### src/rtl/package_settings.sv
// ---------------------------------------------------------------------------
// package_settings
// Project-wide data-path widths shared by the ADC front end and the filters.
// ---------------------------------------------------------------------------
package package_settings;

  // Width of one ADC sample (unsigned).
  localparam int SIZE_ADC_DATA = 14;

endpackage : package_settings

### src/rtl/v1_parameters.sv
// ---------------------------------------------------------------------------
// v1_parameters
// Constants of the variant-1 trapezoidal signal chain. The filter and the
// pulse emulator read the same decay shift, so the emulated exponential tail
// always matches the filter's pole-zero constant.
// ---------------------------------------------------------------------------
package v1_parameters;

  // Pole-zero / tail time constant: tau ~= 2^V1_DECAY_SHIFT clocks.
  localparam int V1_DECAY_SHIFT = 4;

  // Pulse emulator defaults.
  localparam int V1_BASELINE    = 512;   // idle ADC level
  localparam int V1_RISE_SHIFT  = 2;     // leading edge lasts 2^shift samples
  localparam int V1_MAX_LEN     = 1024;  // longest allowed tail, in samples
  localparam int V1_HOLDOFF_LEN = 16;    // baseline gap after each pulse

  // Pulse emulator sequencer states.
  typedef enum logic [1:0] {
    ST_IDLE,
    ST_RISE,
    ST_DECAY,
    ST_HOLDOFF
  } emu_state_t;

endpackage : v1_parameters

### src/rtl/v1_pulse_emulator.sv
// ---------------------------------------------------------------------------
// v1_pulse_emulator
// Deterministic detector-pulse source standing in for the ADC in front of
// v1_filter. A start request produces BASELINE + pulse, where the pulse has a
// linear leading edge of 2^RISE_SHIFT samples, an exact peak, and a
// shift-subtract exponential tail, followed by a fixed baseline hold-off.
//
// Ports
//   clk          in   sample clock
//   reset        in   asynchronous, active-low reset
//   start        in   pulse request (accepted only while ready is high)
//   amplitude    in   pulse height above baseline, unsigned
//   ready        out  high only while idle
//   adc_data     out  registered sample, BASELINE + pulse, saturating
//   pulse_active out  high while adc_data carries a rise or tail sample
//   pulse_strobe out  one-cycle marker aligned with the peak sample
//   overrun      out  sticky: start seen while busy; cleared by reset only
// ---------------------------------------------------------------------------
module v1_pulse_emulator
  import v1_parameters::*;
#(
  parameter int SIZE_ADC_DATA = package_settings::SIZE_ADC_DATA,
  parameter int BASELINE      = V1_BASELINE,
  parameter int RISE_SHIFT    = V1_RISE_SHIFT,
  parameter int DECAY_SHIFT   = V1_DECAY_SHIFT,
  parameter int MAX_LEN       = V1_MAX_LEN,
  parameter int HOLDOFF_LEN   = V1_HOLDOFF_LEN
) (
  input  logic                     clk,
  input  logic                     reset,
  input  logic                     start,
  input  logic [SIZE_ADC_DATA-1:0] amplitude,
  output logic                     ready,
  output logic [SIZE_ADC_DATA-1:0] adc_data,
  output logic                     pulse_active,
  output logic                     pulse_strobe,
  output logic                     overrun
);

  localparam int RISE_LEN = 1 << RISE_SHIFT;
  localparam int CNT_TOP  = (MAX_LEN > HOLDOFF_LEN)
                            ? ((MAX_LEN > RISE_LEN) ? MAX_LEN : RISE_LEN)
                            : ((HOLDOFF_LEN > RISE_LEN) ? HOLDOFF_LEN : RISE_LEN);
  localparam int CNT_W    = $clog2(CNT_TOP + 1);

  localparam logic [SIZE_ADC_DATA-1:0] ADC_MAX = '1;
  localparam logic [SIZE_ADC_DATA-1:0] BASE_V  = SIZE_ADC_DATA'(BASELINE);
  // Largest amplitude that still fits above the baseline without clipping.
  localparam logic [SIZE_ADC_DATA-1:0] AMP_MAX =
    SIZE_ADC_DATA'((1 << SIZE_ADC_DATA) - 1 - BASELINE);

  localparam logic [CNT_W-1:0] RISE_LAST  = CNT_W'(RISE_LEN - 1);
  localparam logic [CNT_W-1:0] DECAY_LAST = CNT_W'(MAX_LEN - 1);
  localparam logic [CNT_W-1:0] HOLD_LAST  = CNT_W'(HOLDOFF_LEN - 1);

  emu_state_t               r_state, w_state_nxt;
  logic [SIZE_ADC_DATA-1:0] r_amp, r_step, r_pulse;
  logic [CNT_W-1:0]         r_cnt;
  logic                     r_stage_active, r_stage_peak;
  logic [SIZE_ADC_DATA-1:0] r_adc_data;
  logic                     r_pulse_active, r_pulse_strobe, r_overrun;

  logic [SIZE_ADC_DATA-1:0] w_amp_clamped;
  logic [SIZE_ADC_DATA-1:0] w_shifted, w_dec, w_decayed;
  logic                     w_decay_end;
  logic [SIZE_ADC_DATA:0]   w_sum;
  logic [SIZE_ADC_DATA-1:0] w_adc_nxt;
  logic [SIZE_ADC_DATA-1:0] w_pulse_nxt;
  logic [CNT_W-1:0]         w_cnt_nxt;
  logic                     w_stage_active, w_stage_peak;

  // -------------------------------------------------------------------------
  // Data-path helpers
  // -------------------------------------------------------------------------
  assign w_amp_clamped = (amplitude > AMP_MAX) ? AMP_MAX : amplitude;

  // Tail step: pulse/2^DECAY_SHIFT, but never less than 1 so small pulses
  // still reach zero instead of stalling on the truncated shift.
  assign w_shifted   = r_pulse >> DECAY_SHIFT;
  assign w_dec       = (w_shifted == '0) ? SIZE_ADC_DATA'(1) : w_shifted;
  assign w_decayed   = (r_pulse > w_dec) ? (r_pulse - w_dec) : '0;
  assign w_decay_end = (w_decayed == '0) || (r_cnt == DECAY_LAST);

  assign w_sum     = {1'b0, BASE_V} + {1'b0, r_pulse};
  assign w_adc_nxt = w_sum[SIZE_ADC_DATA] ? ADC_MAX : w_sum[SIZE_ADC_DATA-1:0];

  // -------------------------------------------------------------------------
  // FSM: state register
  // -------------------------------------------------------------------------
  // NOTE: clocked state uses non-blocking (<=) so every register samples the
  // pre-edge values; combinational blocks use blocking (=).
  always_ff @(posedge clk or negedge reset) begin
    if (!reset) r_state <= ST_IDLE;
    else        r_state <= w_state_nxt;
  end

  // -------------------------------------------------------------------------
  // FSM: next-state logic
  // -------------------------------------------------------------------------
  // NOTE: the default assignment at the top of each always_comb means every
  // path drives every signal, so no latch can be inferred.
  always_comb begin
    w_state_nxt = r_state;
    unique case (r_state)
      ST_IDLE:    if (start)                w_state_nxt = ST_RISE;
      ST_RISE:    if (r_cnt == RISE_LAST)   w_state_nxt = ST_DECAY;
      ST_DECAY:   if (w_decay_end)          w_state_nxt = ST_HOLDOFF;
      ST_HOLDOFF: if (r_cnt == HOLD_LAST)   w_state_nxt = ST_IDLE;
      default:                              w_state_nxt = ST_IDLE;
    endcase
  end

  // -------------------------------------------------------------------------
  // FSM: output / data-path next values
  // -------------------------------------------------------------------------
  assign ready = (r_state == ST_IDLE);

  always_comb begin
    w_pulse_nxt    = '0;
    w_cnt_nxt      = '0;
    w_stage_active = 1'b0;
    w_stage_peak   = 1'b0;
    unique case (r_state)
      ST_IDLE: ;
      ST_RISE: begin
        w_stage_active = 1'b1;
        if (r_cnt == RISE_LAST) begin
          // Final rise sample lands exactly on amp, hiding step truncation.
          w_pulse_nxt  = r_amp;
          w_stage_peak = 1'b1;
        end else begin
          w_pulse_nxt = r_pulse + r_step;
          w_cnt_nxt   = r_cnt + 1'b1;
        end
      end
      ST_DECAY: begin
        w_stage_active = 1'b1;
        if (!w_decay_end) begin
          w_pulse_nxt = w_decayed;
          w_cnt_nxt   = r_cnt + 1'b1;
        end
      end
      ST_HOLDOFF: begin
        if (r_cnt != HOLD_LAST) w_cnt_nxt = r_cnt + 1'b1;
      end
      default: ;
    endcase
  end

  // -------------------------------------------------------------------------
  // Data-path and output registers. The pulse stage and the output stage are
  // one clock apart; the activity/peak flags travel with the pulse value so
  // they stay aligned with adc_data.
  // -------------------------------------------------------------------------
  always_ff @(posedge clk or negedge reset) begin
    if (!reset) begin
      r_amp          <= '0;
      r_step         <= '0;
      r_pulse        <= '0;
      r_cnt          <= '0;
      r_stage_active <= 1'b0;
      r_stage_peak   <= 1'b0;
      r_adc_data     <= BASE_V;
      r_pulse_active <= 1'b0;
      r_pulse_strobe <= 1'b0;
      r_overrun      <= 1'b0;
    end else begin
      if (ready && start) begin
        r_amp  <= w_amp_clamped;
        r_step <= w_amp_clamped >> RISE_SHIFT;
      end
      r_pulse        <= w_pulse_nxt;
      r_cnt          <= w_cnt_nxt;
      r_stage_active <= w_stage_active;
      r_stage_peak   <= w_stage_peak;
      r_adc_data     <= w_adc_nxt;
      r_pulse_active <= r_stage_active;
      r_pulse_strobe <= r_stage_peak;
      if (start && !ready) r_overrun <= 1'b1;
    end
  end

  assign adc_data     = r_adc_data;
  assign pulse_active = r_pulse_active;
  assign pulse_strobe = r_pulse_strobe;
  assign overrun      = r_overrun;

endmodule : v1_pulse_emulator

### config.mk
export PLATFORM = sky130hd
export DESIGN_NAME = v1_pulse_emulator
export DESIGN_NICKNAME = d
export VERILOG_FILES = /design/src/rtl/package_settings.sv /design/src/rtl/v1_parameters.sv /design/src/rtl/v1_pulse_emulator.sv
export SDC_FILE = /design/constraint.sdc
export NUM_CORES = 1
export LEC_CHECK = 0
export ABC_AREA = 1
export CAP_MARGIN = 20
export CORE_ASPECT_RATIO = 0.75
export CORE_UTILIZATION = 53
export CTS_CLUSTER_SIZE = 25
export DETAILED_ROUTE_END_ITERATION = 12
export GPL_ROUTABILITY_DRIVEN = 1
export PLACE_DENSITY = 0.84
export SYNTH_ARGS = -nofsm -noshare
export SYNTH_HDL_FRONTEND = slang
export SYNTH_SLANG_ARGS = --single-unit
### constraint.sdc
create_clock -name clk -period 2.9 [get_ports clk]
set_clock_uncertainty 0.1 [all_clocks]
set_input_delay 0.725 -clock clk [delete_from_list [all_inputs] [get_ports clk]]
set_output_delay 0.725 -clock clk [all_outputs]
set_load 0.05 [all_outputs]
; ---- Word level (Yosys, flattened, before mapping)
; Cells that the tools add are included.
[totals]
reg_bits = 72
[classes]
addsub = 4
magnitude_cmp = 2
eq_ne = 11
muxes = 19
reduce_logical = 9
[ops]
columns = cell, count
row1 = $mux W14, 5
row2 = $mux W11, 3
row3 = $pmux W11 S3, 1
row4 = $logic_not A14 Y1, 2
row5 = $pmux W14 S2, 1
row6 = $add A10 B14 Y15 const A, 1
row7 = $add A14 B12 Y14, 1
row8 = $gt A14 B10 Y1, 1
row9 = $gt A14 B14 Y1 const B, 1
row10 = $sub A14 B10 Y14, 1
row11 = $add A11 B1 Y11 const B, 1
row12 = $eq A11 B10 Y1 const B, 1
row13 = $eq A11 B2 Y1 const B, 1
row14 = $eq A11 B4 Y1 const B, 1
row15 = $ne A11 B4 Y1 const B, 1
row16 = $mux W10, 1
row17 = $mux W2, 4
row18 = $ne A2 B2 Y1 const B, 4
row19 = $pmux W2 S4, 1
row20 = $eq A2 B2 Y1 const B, 2
row21 = $reduce_and A4 Y1, 1
row22 = $mux W1, 3
row23 = $eq A2 B1 Y1 const B, 1
row24 = $logic_and A1 B1 Y1, 2
row25 = 4 further kinds, 4

; ---- Longest topological paths before layout
[logic_depth]
depth_word = 8
depth_mapped = 22
mapped_depth_nobuf = 21

; ---- Least setup slack after synthesis
; OpenSTA, ideal clock, no wires.
[synth_path]
path_type = reg-to-reg
start = register r_pulse[10]
end = register r_cnt[9]
setup_time_ps = 121
t_arrival_ps = 2929
setup_slack_ps = -249
stages_incl_launch_ff = 22
path_buffers = 1
path_cell_list = dfrtp_1 > nor2_4 > nand2_2 > o41ai_1 > ha_1 > inv_1 > fa_1 > nand2_1 > nand2_1 > nand3_1 > nand2_1 > nand2_2 > nand2_1 > nand2_4 > o21ai_1 > nor2_2 > nand3_4 > nand2_4 > nand2_2 > nand2_2 > buf_6 > nor2_2
[synth_via]
elab_chain_len = 8
elab_cells_between_ends = 9
cone_classes = add/sub (1) / order compare (1) / mux (4) / reduce/logical (3)
[synth_rtl]
columns = item, line_no
row1 = from (decl), v1_pulse_emulator.sv:57  ; logic [SIZE_ADC_DATA-1:0] r_amp, r_step, r_pulse;
row2 = from (signal assigned), v1_pulse_emulator.sv:172  ; r_pulse <= w_pulse_nxt;
row3 = $logic_not A14 Y1, v1_pulse_emulator.sv:80  ; assign w_dec = (w_shifted == '0) ? SIZE_ADC_DATA'(1) : w_shifted;
row4 = $mux W10, v1_pulse_emulator.sv:80
row5 = $sub A14 B10 Y14 or $gt A14 B10 Y1 (tied branches), v1_pulse_emulator.sv:81  ; assign w_decayed = (r_pulse > w_dec) ? (r_pulse - w_dec) : '0;
row6 = $mux W14 (*), v1_pulse_emulator.sv:81
row7 = $logic_not A14 Y1 (*), v1_pulse_emulator.sv:82  ; assign w_decay_end = (w_decayed == '0) || (r_cnt == DECAY_LAST);
row8 = $logic_or A1 B1 Y1 (*), v1_pulse_emulator.sv:82
row9 = $mux W11 (*), v1_pulse_emulator.sv:138  ; if (!w_decay_end) begin
row10 = $pmux W11 S3 (*), v1_pulse_emulator.sv:123  ; unique case (r_state)
row11 = via w_cnt_nxt[9], v1_pulse_emulator.sv:69  ; logic [CNT_W-1:0] w_cnt_nxt;
row12 = to (signal assigned), v1_pulse_emulator.sv:173  ; r_cnt <= w_cnt_nxt;
row13 = to (decl), v1_pulse_emulator.sv:58  ; logic [CNT_W-1:0] r_cnt;
; Mark *: on every way through the listed nets, which the timed path passes. The rest lies on a longest branch.
; A chain may end at the register's enable or synchronous reset.

; ---- Final worst setup path
[layout_path]
start = register r_pulse[9]
end = register r_cnt[9]
; Same word-level chain as after synthesis.

==> results <==
final timing paths:
kind | startpoint | to | slack, ps | cells after the start
min in group asynchronous | reset | r_cnt[4]$_DFF_PN0_ | 300 | 1
hold / removal | r_stage_active$_DFF_PN0_ | pulse_active$_DFF_PN0_ | 270 | 0
setup reg to reg | r_pulse[9]$_DFF_PN0_ | r_cnt[9]$_DFF_PN0_ | -170 | 19
hold reg to reg | r_stage_active$_DFF_PN0_ | pulse_active$_DFF_PN0_ | 270 | 0
max in group asynchronous | reset | r_state[0]$_DFFE_PN0P_ | 1800 | 2
setup / recovery | r_pulse[9]$_DFF_PN0_ | r_cnt[9]$_DFF_PN0_ | -170 | 19
final cells by class:
type                    count  area [um2]
clock buffers              12         145
clock inverters             4        72.6
fillers                   641        2240
inverters                  92         345
multi-input cells         429        2490
flip-flops and latches     60        1510
well taps                 101         126
repair buffers             70         634
registers in the layout, summed over array words and instances, names as in the netlist, 2 cells and up:
signal,flops
r_pulse,14
r_amp,14
r_state,2
r_cnt,11
adc_data,14
timing repair:
| action | 4_1_cts | 5_1_grt |
|---|---|---|
| setup buffers | 4 | 2 |
| pin swaps | 9 | 11 |
| resized for setup | 11 | 14 |
| setup endpoints to repair | 27 | 27 |
stage by stage:
step                      instances  hold slack [ps]
after CTS                       766              265
after detailed placement        746              240
final                           768              270
after floorplan                 588              231
after global routing            768              275
after global placement          746              232
worst register-to-register path: stages, from the launching register on:
cell	delay [ps]
dfrtp_1	390
inv_1	100
nand3_2	100
o41ai_4	300
ha_2	220
inv_2	40
fa_2	340
nand2_2	80
nand2_2	70
and2_4	160
xor2_1	170
o21ai_2	140
nand2_1	90
nor2_2	160
nand3_4	110
nand2_4	70
nand2_2	70
nand2_4	90
buf_12	130
nor2_2	40
placed cells by master (no fill, tap or decap), types with 5 or more instances in the layout:
master | synthesis | final
inv_2 | 5 | 7
nand2_1 | 154 | 145
nand3_2 | 1 | 5
o21ai_0 | 29 | 29
nor2_2 | 15 | 16
ha_1 | 30 | 29
buf_4 | 1 | 33
inv_1 | 85 | 83
xor2_1 | 7 | 7
nand4_1 | 9 | 9
nand3b_1 | 8 | 8
dfrtp_1 | 59 | 57
nand3_1 | 53 | 49
a21oi_1 | 36 | 33
nor2_1 | 31 | 30
nand2_2 | 6 | 11
clkdlybuf4s50_1 | 0 | 33
nand2_4 | 2 | 6
clkbuf_8 | 0 | 10
or2_2 | 8 | 8
nor3_1 | 7 | 7
logic make-up (layout without fill, tap and decap cells):
logic type | count (synthesis) | count (layout) | synth area share
AND/OR/NAND/NOR | 302 | 302 | 0.328
buffers and inverters | 99 | 178 | 0.0897
AO/OA/AOI/OAI | 85 | 85 | 0.112
flip-flops | 60 | 60 | 0.352
XOR/XNOR | 10 | 10 | 0.0205
adder cells (fa/ha/maj) | 32 | 32 | 0.0973
routing by layer:
| metal | global-route usage | vias up | wire [um] |
|---|---|---|---|
| met1 | 0.401 | 1957 | 5210 |
| li1 | - | 2055 | - |
| met2 | 0.484 | 189 | 5100 |
| met3 | 0.0637 | 27 | 1060 |
| met4 | 0.107 | 0 | 265 |
| met5 | 0 | - | 0 |
==> results.txt <==
CP Capture Type: register
final slew viol count: 0
Synth async-reset ratio: 1.00
Longest Clk Path Bufs: 2
post-route cell area: 5320 um2
vias in the first global route: 4067
MaxCap Viol Count: 0
routed vias: 4228
final core occ: 0.703
Mean Syn Cell Area: 7.26 um2
CTS sink count: 60
critical-path cell list: inv_1, nand3_2, o41ai_4, ha_2, inv_2, fa_2, nand2_2, nand2_2, and2_4, xor2_1, o21ai_2, nand2_1, nor2_2, nand3_4, nand2_4, nand2_2, nand2_4, buf_12, nor2_2
DRC violations left: 0
Total Wirelength: 11600 um
Layout area overhead: 24.7%
aggregate global routing overflow: 0
post-synth top area share: 0.346
Root Buffer: clkbuf_8
pin count of the biggest net entering global routing: 35
largest cells by area after synthesis: dfrtp_1 35%, nand2_1 14%, ha_1 8.8%, inv_1 7.5%, nand3_1 6.2%
Routed Antenna Nets: 0
first-pass iteration count of the detailed router: 7
CORE AREA: 7570 um2
die width: 106 um
Achievable Freq: 326 MHz
final-report hold violation count: 0
CP Buf/Inv Count: 3
synthesized flop and latch total: 60
post-detail-place hpwl: 8910 um
area leader, netlist: dfrtp_1
Vias per Instance: 5.51
Max-Slew Margin vs Limit: 0.311
# nets final: 711
failing checks: setup timing
Clock Latency Late Sink: 360 ps
most frequent cell after synthesis: nand2_1
CP Class: register to register
initial antenna violation count: 0
Period Utilization, post-route: 1.06
Port Buffers: 34
Setup-failing EPs final: 27
RSZ-0062 raised after global routing: true
Post-DP Area: 4960 um2
WP data arrival: 3210 ps
worst slew pin tran: 1030 ps
Die Y-Extent: 79.7 um
Primary FF master, synth: dfrtp_1
synthesized area: 4270 um2
starting DRC count in detailed routing: 316
Crit path largest cell delay: 390 ps
first-pass GRT wire length: 19300 um
Synth Instances: 588
final setup margin: -167 ps
die footprint: 8420 um2
Worst path most repeated cell: nand2_2
Max FO, Critical Path: 7
H-tree depth: 3
Antenna diodes: 0
final setup TNS: -3560 ps
layout cells sized above 1: 0.181
pre-CTS setup slack: -221 ps
Initial Util: 0.564
EDFF count, synth: 0
Tmin final: 3070 ps
All-Layer GR Usage: 0.300
CTS clk-pin slew, worst paths: 70 ps
CP max stage cell: dfrtp_1
Placer Congestion: 0.947
Hold Crit Class: register to register
Post-synth top cells: 154 x nand2_1, 85 x inv_1, 59 x dfrtp_1
status: finished, violations left
row cnt: 27
TritonCTS Buffers: 9
CTS tree: yes
CTS Hold Bufs: 0
CP Launch Type: register
Netlist cell types: 41
synthesized net count: 637
Top delay family on crit path: simple AND/OR/NAND/NOR gates
Ys Warns: 0
WP data required: 3040 ps
sequential share of the synthesized area: 0.352
io pins: 35
wire per inst: 15.1 um
Power of run 1 is left out: the tool's default activity adds up to more than one toggle a clock period on the data nets, which glitch-free logic cannot reach.
